[config.mk]
export PLATFORM = sky130hd
export DESIGN_NAME = key_event_scan
export DESIGN_NICKNAME = d
export VERILOG_FILES = /design/src/rtl/key_scan_pkg.sv /design/src/rtl/key_debounce_ch.sv /design/src/rtl/key_event_scan.sv
export SDC_FILE = /design/constraint.sdc
export NUM_CORES = 1
export LEC_CHECK = 0
export CAP_MARGIN = 20
export CORE_ASPECT_RATIO = 0.5
export CORE_UTILIZATION = 50
export DETAILED_ROUTE_END_ITERATION = 12
export PLACE_DENSITY = 0.83
export SETUP_SLACK_MARGIN = 0.5
export SLEW_MARGIN = 20
export SYNTH_ARGS = -nofsm -noshare
export SYNTH_HDL_FRONTEND = slang
export SYNTH_SLANG_ARGS = --single-unit
[constraint.sdc]
create_clock -name clk -period 2.29 [get_ports clk]
set_clock_uncertainty 0.15 [all_clocks]
set_input_delay 0.458 -clock clk [delete_from_list [all_inputs] [get_ports clk]]
set_output_delay 0.458 -clock clk [all_outputs]
set_load 0.01 [all_outputs]
[src/rtl/key_scan_pkg.sv]
// key_scan_pkg: shared types and defaults for the key_event_scan front end.
// Optional feature macro: KEY_REPEAT_EN (long-press auto-repeat).
package key_scan_pkg;

  // Per-key event FSM. HELD is only reachable when auto-repeat is built in.
  typedef enum logic [1:0] {
    IDLE    = 2'd0,
    PRESSED = 2'd1,
    HELD    = 2'd2
  } key_fsm_e;

  // Default cycle counts for a 50 MHz clock.
  localparam int unsigned DEF_DEBOUNCE_CYCLES = 1_000_000;  // 20 ms
  localparam int unsigned DEF_LONG_CYCLES     = 50_000_000; // 1 s
  localparam int unsigned DEF_REPEAT_CYCLES   = 5_000_000;  // 100 ms

  // Larger of two cycle counts, used to size the shared hold counter.
  function automatic int unsigned max_u(input int unsigned a, input int unsigned b);
    return (a > b) ? a : b;
  endfunction

endpackage

[src/rtl/key_debounce_ch.sv]
// key_debounce_ch: one key channel -- 2-flop synchroniser, debounce counter,
// press/release FSM and, with KEY_REPEAT_EN defined, the hold counter that
// produces long-press auto-repeat ticks. All event outputs are registered.
module key_debounce_ch
  import key_scan_pkg::*;
#(
  parameter bit          ACTIVE_LOW      = 1'b1,
  parameter int unsigned DEBOUNCE_CYCLES = DEF_DEBOUNCE_CYCLES
`ifdef KEY_REPEAT_EN
  ,
  parameter int unsigned LONG_CYCLES     = DEF_LONG_CYCLES,
  parameter int unsigned REPEAT_CYCLES   = DEF_REPEAT_CYCLES
`endif
) (
  input  logic     clk,
  input  logic     rst_n,
  input  logic     key_pin,
  output logic     key_state,
  output logic     key_press,
  output logic     key_release,
  output logic     key_repeat,
  output logic     flag_next,
  output key_fsm_e fsm_state
);

  localparam int  DW      = $clog2(DEBOUNCE_CYCLES + 1);
  localparam bit  REL_LVL = ACTIVE_LOW;  // pin level of a released key

  logic          sync1_q, sync2_q;
  logic          raw;
  logic [DW-1:0] db_cnt_q, db_cnt_d;
  logic          state_q, state_d;
  logic          toggle, rise, fall;
  key_fsm_e      fsm_q, fsm_d;
  logic          press_q, press_d;
  logic          release_q, release_d;
`ifdef KEY_REPEAT_EN
  localparam int HW = $clog2(max_u(LONG_CYCLES, REPEAT_CYCLES) + 1);
  logic          repeat_q, repeat_d;
  logic [HW-1:0] hold_q, hold_d;
`endif

  // Two-flop synchroniser, parked at the released level during reset.
  always_ff @(posedge clk or negedge rst_n) begin
    if (!rst_n) begin
      sync1_q <= REL_LVL;
      sync2_q <= REL_LVL;
    end else begin
      sync1_q <= key_pin;
      sync2_q <= sync1_q;
    end
  end

  // Normalise polarity so that 1 always means pressed.
  assign raw = ACTIVE_LOW ? ~sync2_q : sync2_q;

  // Debounce: count while the synchronised level disagrees, accept it once stable long enough.
  always_comb begin
    db_cnt_d = '0;
    state_d  = state_q;
    toggle   = 1'b0;
    if (raw != state_q) begin
      if (db_cnt_q == DW'(DEBOUNCE_CYCLES - 1)) begin
        toggle  = 1'b1;
        state_d = ~state_q;
      end else begin
        db_cnt_d = db_cnt_q + 1'b1;
      end
    end
  end

  assign rise = toggle & ~state_q;
  assign fall = toggle &  state_q;

  // Debounced level and its stability counter.
  always_ff @(posedge clk or negedge rst_n) begin
    if (!rst_n) begin
      db_cnt_q <= '0;
      state_q  <= 1'b0;
    end else begin
      db_cnt_q <= db_cnt_d;
      state_q  <= state_d;
    end
  end

  // Event FSM next state; a release always wins over a coincident repeat tick.
  always_comb begin
    fsm_d     = fsm_q;
    press_d   = 1'b0;
    release_d = 1'b0;
`ifdef KEY_REPEAT_EN
    repeat_d  = 1'b0;
    hold_d    = hold_q;
`endif
    case (fsm_q)
      IDLE: begin
        if (rise) begin
          fsm_d   = PRESSED;
          press_d = 1'b1;
`ifdef KEY_REPEAT_EN
          hold_d  = '0;
`endif
        end
      end
      PRESSED: begin
        if (fall) begin
          fsm_d     = IDLE;
          release_d = 1'b1;
        end
`ifdef KEY_REPEAT_EN
        else if (hold_q == HW'(LONG_CYCLES - 1)) begin
          fsm_d    = HELD;
          repeat_d = 1'b1;
          hold_d   = '0;
        end else begin
          hold_d = hold_q + 1'b1;
        end
`endif
      end
`ifdef KEY_REPEAT_EN
      HELD: begin
        if (fall) begin
          fsm_d     = IDLE;
          release_d = 1'b1;
        end else if (hold_q == HW'(REPEAT_CYCLES - 1)) begin
          repeat_d = 1'b1;
          hold_d   = '0;
        end else begin
          hold_d = hold_q + 1'b1;
        end
      end
`endif
      default: fsm_d = IDLE;
    endcase
  end

  // FSM state and registered event pulses.
  always_ff @(posedge clk or negedge rst_n) begin
    if (!rst_n) begin
      fsm_q     <= IDLE;
      press_q   <= 1'b0;
      release_q <= 1'b0;
`ifdef KEY_REPEAT_EN
      repeat_q  <= 1'b0;
      hold_q    <= '0;
`endif
    end else begin
      fsm_q     <= fsm_d;
      press_q   <= press_d;
      release_q <= release_d;
`ifdef KEY_REPEAT_EN
      repeat_q  <= repeat_d;
      hold_q    <= hold_d;
`endif
    end
  end

  assign key_state   = state_q;
  assign key_press   = press_q;
  assign key_release = release_q;
  assign fsm_state   = fsm_q;
`ifdef KEY_REPEAT_EN
  assign key_repeat  = repeat_q;
  assign flag_next   = press_d | repeat_d;
`else
  assign key_repeat  = 1'b0;
  assign flag_next   = press_d;
`endif

endmodule

[src/rtl/key_event_scan.sv]
// key_event_scan: KEY_WIDTH independent debounced keys with per-key press,
// release and (with KEY_REPEAT_EN defined) long-press repeat pulses.
// key_flag is a registered OR of press|repeat across all keys, aligned with them.
// key_fsm_state exposes each channel's FSM state, 2 bits per key.
module key_event_scan
  import key_scan_pkg::*;
#(
  parameter int unsigned KEY_WIDTH       = 4,
  parameter bit          ACTIVE_LOW      = 1'b1,
  parameter int unsigned DEBOUNCE_CYCLES = DEF_DEBOUNCE_CYCLES,
  parameter int unsigned LONG_CYCLES     = DEF_LONG_CYCLES,
  parameter int unsigned REPEAT_CYCLES   = DEF_REPEAT_CYCLES
) (
  input  logic                   clk,
  input  logic                   rst_n,
  input  logic [KEY_WIDTH-1:0]   key_data,
  output logic [KEY_WIDTH-1:0]   key_state,
  output logic [KEY_WIDTH-1:0]   key_press,
  output logic [KEY_WIDTH-1:0]   key_release,
  output logic [KEY_WIDTH-1:0]   key_repeat,
  output logic                   key_flag,
  output logic [2*KEY_WIDTH-1:0] key_fsm_state
);

  logic [KEY_WIDTH-1:0] flag_next;
  logic                 key_flag_q, key_flag_d;

  for (genvar i = 0; i < KEY_WIDTH; i++) begin : g_ch
    key_fsm_e ch_state;

    key_debounce_ch #(
      .ACTIVE_LOW      (ACTIVE_LOW),
      .DEBOUNCE_CYCLES (DEBOUNCE_CYCLES)
`ifdef KEY_REPEAT_EN
      ,
      .LONG_CYCLES     (LONG_CYCLES),
      .REPEAT_CYCLES   (REPEAT_CYCLES)
`endif
    ) u_ch (
      .clk         (clk),
      .rst_n       (rst_n),
      .key_pin     (key_data[i]),
      .key_state   (key_state[i]),
      .key_press   (key_press[i]),
      .key_release (key_release[i]),
      .key_repeat  (key_repeat[i]),
      .flag_next   (flag_next[i]),
      .fsm_state   (ch_state)
    );

    assign key_fsm_state[2*i +: 2] = ch_state;
  end

  // Next value of the combined event flag, taken from the channels' next-cycle pulses.
  always_comb begin
    key_flag_d = |flag_next;
  end

  // Register the flag so it lines up with the registered pulses.
  always_ff @(posedge clk or negedge rst_n) begin
    if (!rst_n) key_flag_q <= 1'b0;
    else        key_flag_q <= key_flag_d;
  end

  assign key_flag = key_flag_q;

endmodule

==> metrics.md <==
| Metric | Value |
|---|---|
| Result of the run | `complete, but fails checks` |
| Failing checks | `setup timing` |
| Overall global routing resource usage | `22.4%` |
| Total grt overflow | `0` |
| Post-DP HPWL | `6700 µm` |
| Min Tclk post-route | `2320 ps` |
| Clock root cell | `sky130_fd_sc_hd__clkbuf_16` |
| Number of port buffers | `22` |
| P_leak | `2.61 nW` |
| RR Startpoint | `g_ch[2].u_ch.db_cnt_q[11]` |
| Remaining design rule violation count | `0` |
| Proportion of register bits with asynchronous set or reset after synthesis | `100%` |
| Routability Congestion | `0.805` |
| Setup crit start kind | `flop` |
| Cell class contributing the biggest share of worst-path delay | `simple AND/OR/NAND/NOR gates` |
| Floorplan die height | `73.2 µm` |
| Sw power | `0.879 mW` |
| Share of layout cells above drive strength 1 | `26.4%` |
| Buf+Inv Stages, Crit Path | `2` |
| Synthesized netlist cell count | `506` |
| Remaining number of nets flagged by the antenna check after routing | `0` |
| Slowest cell on crit path | `sky130_fd_sc_hd__or4_4` |
| Final cell count without fillers | `703` |
| Count of routing violations after the opening detailed-route iteration | `427` |
| Most repeated cell in the gate-level netlist after synthesis | `sky130_fd_sc_hd__dfrtp_1` |
| Data required time at the worst endpoint | `2390 ps` |
| Cell internal power dissipation | `2.72 mW` |
| Area added between synthesis and finish | `27.1%` |
| Final max-slew violation count | `0` |
| Setup TNS | `-72.9 ps` |
| Antenna Diode Count | `0` |
| Detailed-router iteration count before antenna repair | `5` |
| Total detailed-routing wirelength | `13600 µm` |
| Effective utilization at floorplan | `52.6%` |
| # nets final | `573` |
| Htree depth | `3` |
| Wire length per cell | `19.3 µm` |
| PD cells | `558 mW/mm²` |
| Pin count of the biggest net entering global routing | `42` |
| Count of fill cells added during filler insertion | `622` |
| Type of destination of the critical path | `flop` |
| Library cell occupying the most area in the post-synthesis netlist | `sky130_fd_sc_hd__dfrtp_1` |
| Netlist area before placement | `0.00507 mm²` |
| Max clock buf depth | `2` |
| Number of vias in the routed layout | `4324` |
| Worst slew margin relative to its limit | `62.0%` |
| Share of total power in combinational logic | `5.9%` |
| Highest clock frequency the design can meet | `431 MHz` |
| Worst hold margin | `210 ps` |
| Netlist cell types | `40` |
| Share of the yosys chip area belonging to registers | `52.0%` |
| Clock transition at the registers of the reported paths | `70 ps` |
| Via count of the first global-routing pass | `3886` |
| Unrepaired setup endpoints after global routing | `yes` |
| Critical path arrival | `2410 ps` |
| Placed Instances | `653` |
| Largest vdd supply drop | `333 µV` |
| Setup violation total in the final timing report | `6` |
| Number of standard-cell rows in the floorplan | `25` |
| Placeable Area | `0.00963 mm²` |
| Fraction of power spent switching nets | `24.4%` |
| Endpoint with the worst hold slack | `g_ch[0].u_ch.sync2_q` |
| Number of warnings reported in the yosys synthesis log | `0` |
| Transition time at the pin with the least slew margin | `570 ps` |
| Worst R2R Setup Slack | `-30 ps` |
| Number of buffers added by the clock tree synthesis step | `9` |
| Area of the die | `0.0106 mm²` |
| Worst Setup Path Type | `flop to flop` |
| Instance area at placement | `0.00556 mm²` |
| Share of Yosys cell area claimed by the top area cell type | `47.9%` |
| Post-route fraction of the period consumed by the critical path | `101%` |
| Flip-flop and latch count after synthesis | `105` |
| Cells taking the most area after synthesis | `sky130_fd_sc_hd__dfrtp_1, sky130_fd_sc_hd__xnor2_1, sky130_fd_sc_hd__nor2_1` |
| Number of enable-type register cells in the synthesized netlist | `0` |
| Area of all placed cells without fillers | `0.00645 mm²` |
| Number of cells traversed by the worst hold path | `0` |
| Sequential fraction of design power | `53.3%` |
| Max-capacitance violation count | `0` |
| Antenna violations before repair | `0` |
| Register Area | `0.00265 mm²` |
| Worst-path fanout max | `5` |
| Clock net sink count | `105` |
| Share of the core filled with cells in the final layout | `66.9%` |
| Number of ports placed on the die boundary | `31` |
| HP Class | `flop to flop` |
| Via density | `6.15` |
| Clk_lat worst skew | `360 ps` |
| Maximum single-stage delay on the critical path | `590 ps` |
| Register-to-Register Path Depth | `6` |
| HP Start | `g_ch[0].u_ch.sync1_q` |
| Chain of cells forming the critical path | `or4_1 -> or4_4 -> o21ai_4 -> buf_12 -> clkbuf_16 -> nor2_1` |
| Clock network fraction of design power | `40.8%` |
| Number of hold violations in the final report | `0` |
| Capture instance of the worst register-to-register path | `g_ch[2].u_ch.db_cnt_q[3]` |
| Die Span X | `144 µm` |
| Commonest cells post-synth | `sky130_fd_sc_hd__dfrtp_1, sky130_fd_sc_hd__nor2_1, sky130_fd_sc_hd__nand3_1` |
| Primary FF master, synth | `sky130_fd_sc_hd__dfrtp_1` |
| TritonCTS clock tree | `done` |
| Worst Setup Slack, final | `-29.0 ps` |
| Area of the multi-input gates | `0.00251 mm²` |
| Logic depth of the worst path, buffers included | `6` |
| Avg Cell Area, Syn | `10.0 µm²` |
| Global-route wire length before repair | `18100 µm` |
## worst reg2reg max path, cell delays in order (launching register included)
cell                        delay (ps)
sky130_fd_sc_hd__dfrtp_1           380
sky130_fd_sc_hd__or4_1             550
sky130_fd_sc_hd__or4_4             590
sky130_fd_sc_hd__o21ai_4           200
sky130_fd_sc_hd__buf_12            140
sky130_fd_sc_hd__clkbuf_16         140
sky130_fd_sc_hd__nor2_1             60
## power by group through the flow
| stage | registers [mW] | clock network [mW] | logic [mW] |
|---|---|---|---|
| floorplan | 1.94 | 0 | 0.0840 |
| global placement | 1.95 | 0 | 0.143 |
| detailed placement | 1.95 | 0 | 0.147 |
| CTS | 1.92 | 1.47 | 0.174 |
| global route | 1.92 | 1.57 | 0.231 |
| finish | 1.92 | 1.47 | 0.213 |
## state kept, by name, indices dropped and copies added (netlist names)
name                   count
g_ch.u_ch.key_press        4
g_ch.u_ch.sync2_q          4
g_ch.u_ch.sync1_q          4
g_ch.u_ch.db_cnt_q        80
key_flag                   1
g_ch.u_ch.key_state        4
g_ch.u_ch.fsm_state        4
g_ch.u_ch.key_release      4
## kinds of logic (layout without fill, tap and decap cells)
logic type / Yosys count / in the layout / synth area share (%)
AO/OA/AOI/OAI: 67 / 67 / 8.22
XOR/XNOR: 49 / 49 / 8.46
adder cells (fa/ha/maj): 4 / 4 / 0.987
buffers and inverters: 51 / 106 / 5.55
flip-flops: 105 / 105 / 52.0
multiplexers: 4 / 4 / 0.790
other: 1 / 8 / 0.0740
AND/OR/NAND/NOR: 225 / 225 / 23.9
## per-stage QoR
stage          setup WS (ps)  total power, mW
3_5_place_dp           -24.3             2.10
6_report               -29.0             3.60
4_1_cts                 69.7             3.56
5_1_grt                -93.8             3.72
2_1_floorplan           53.2             2.02
3_3_place_gp            52.6             2.09
## layout make-up
| type | instances | area share (%) |
|---|---|---|
| clock inverter | 6 | 0.679 |
| multi-input combinational | 357 | 39.0 |
| timing repair buffer | 75 | 12.2 |
| tap | 135 | 2.62 |
| clock buffer | 10 | 3.55 |
| sequential | 105 | 41.1 |
| inverter | 15 | 0.873 |
## layout by cell type, fill, tap and decap left out, types with 8 or more instances in the layout
| cell type | instances |
|---|---|
| sky130_fd_sc_hd__a21oi_1 | 11 |
| sky130_fd_sc_hd__a21oi_2 | 16 |
| sky130_fd_sc_hd__and4_1 | 8 |
| sky130_fd_sc_hd__buf_4 | 36 |
| sky130_fd_sc_hd__clkbuf_16 | 12 |
| sky130_fd_sc_hd__conb_1 | 8 |
| sky130_fd_sc_hd__dfrtp_1 | 87 |
| sky130_fd_sc_hd__dfrtp_2 | 10 |
| sky130_fd_sc_hd__dfstp_2 | 8 |
| sky130_fd_sc_hd__dlygate4sd2_1 | 17 |
| sky130_fd_sc_hd__inv_1 | 15 |
| sky130_fd_sc_hd__nand2_1 | 24 |
| sky130_fd_sc_hd__nand3_1 | 33 |
| sky130_fd_sc_hd__nand4_1 | 13 |
| sky130_fd_sc_hd__nor2_1 | 43 |
| sky130_fd_sc_hd__nor2_4 | 10 |
| sky130_fd_sc_hd__nor3_1 | 12 |
| sky130_fd_sc_hd__o21ai_0 | 16 |
| sky130_fd_sc_hd__o31ai_1 | 12 |
| sky130_fd_sc_hd__or3_1 | 17 |
| sky130_fd_sc_hd__or4_1 | 13 |
| sky130_fd_sc_hd__xnor2_1 | 30 |
| sky130_fd_sc_hd__xor2_1 | 19 |
## worst max-delay path by stage
| stage | start | end | slack, ps |
|---|---|---|---|
| finish | g_ch[2].u_ch.db_cnt_q[11] | g_ch[2].u_ch.db_cnt_q[3] | -30 |
| global route | g_ch[2].u_ch.db_cnt_q[12] | g_ch[2].u_ch.key_state | -90 |
| CTS | g_ch[2].u_ch.db_cnt_q[11] | g_ch[2].u_ch.db_cnt_q[2] | 70 |
| detailed placement | g_ch[1].u_ch.db_cnt_q[15] | key_flag | -20 |
| global placement | g_ch[1].u_ch.db_cnt_q[15] | key_flag | 50 |
| floorplan | g_ch[1].u_ch.db_cnt_q[12] | g_ch[1].u_ch.db_cnt_q[12] | 50 |
## layer usage
layer	GRT usage (%)	share of wire, %	vias to the layer above	wire length [µm]
li1	-	-	1878	-
met1	27.7	38	2122	5220
met2	37.1	50	247	6750
met3	6.30	6.8	77	917
met4	9.82	4.9	0	671
met5	0	0	-	0
## timing repair
action,4_1_cts,5_1_grt
hold buffers,1,0
pin swaps,5,13
buffers inserted,14,14
endpoints found under the setup margin,107,91
gates cloned,2,3
hold endpoints to repair,32,0
resized for setup,38,53
Note: power is estimated with default switching activity, not from simulation.
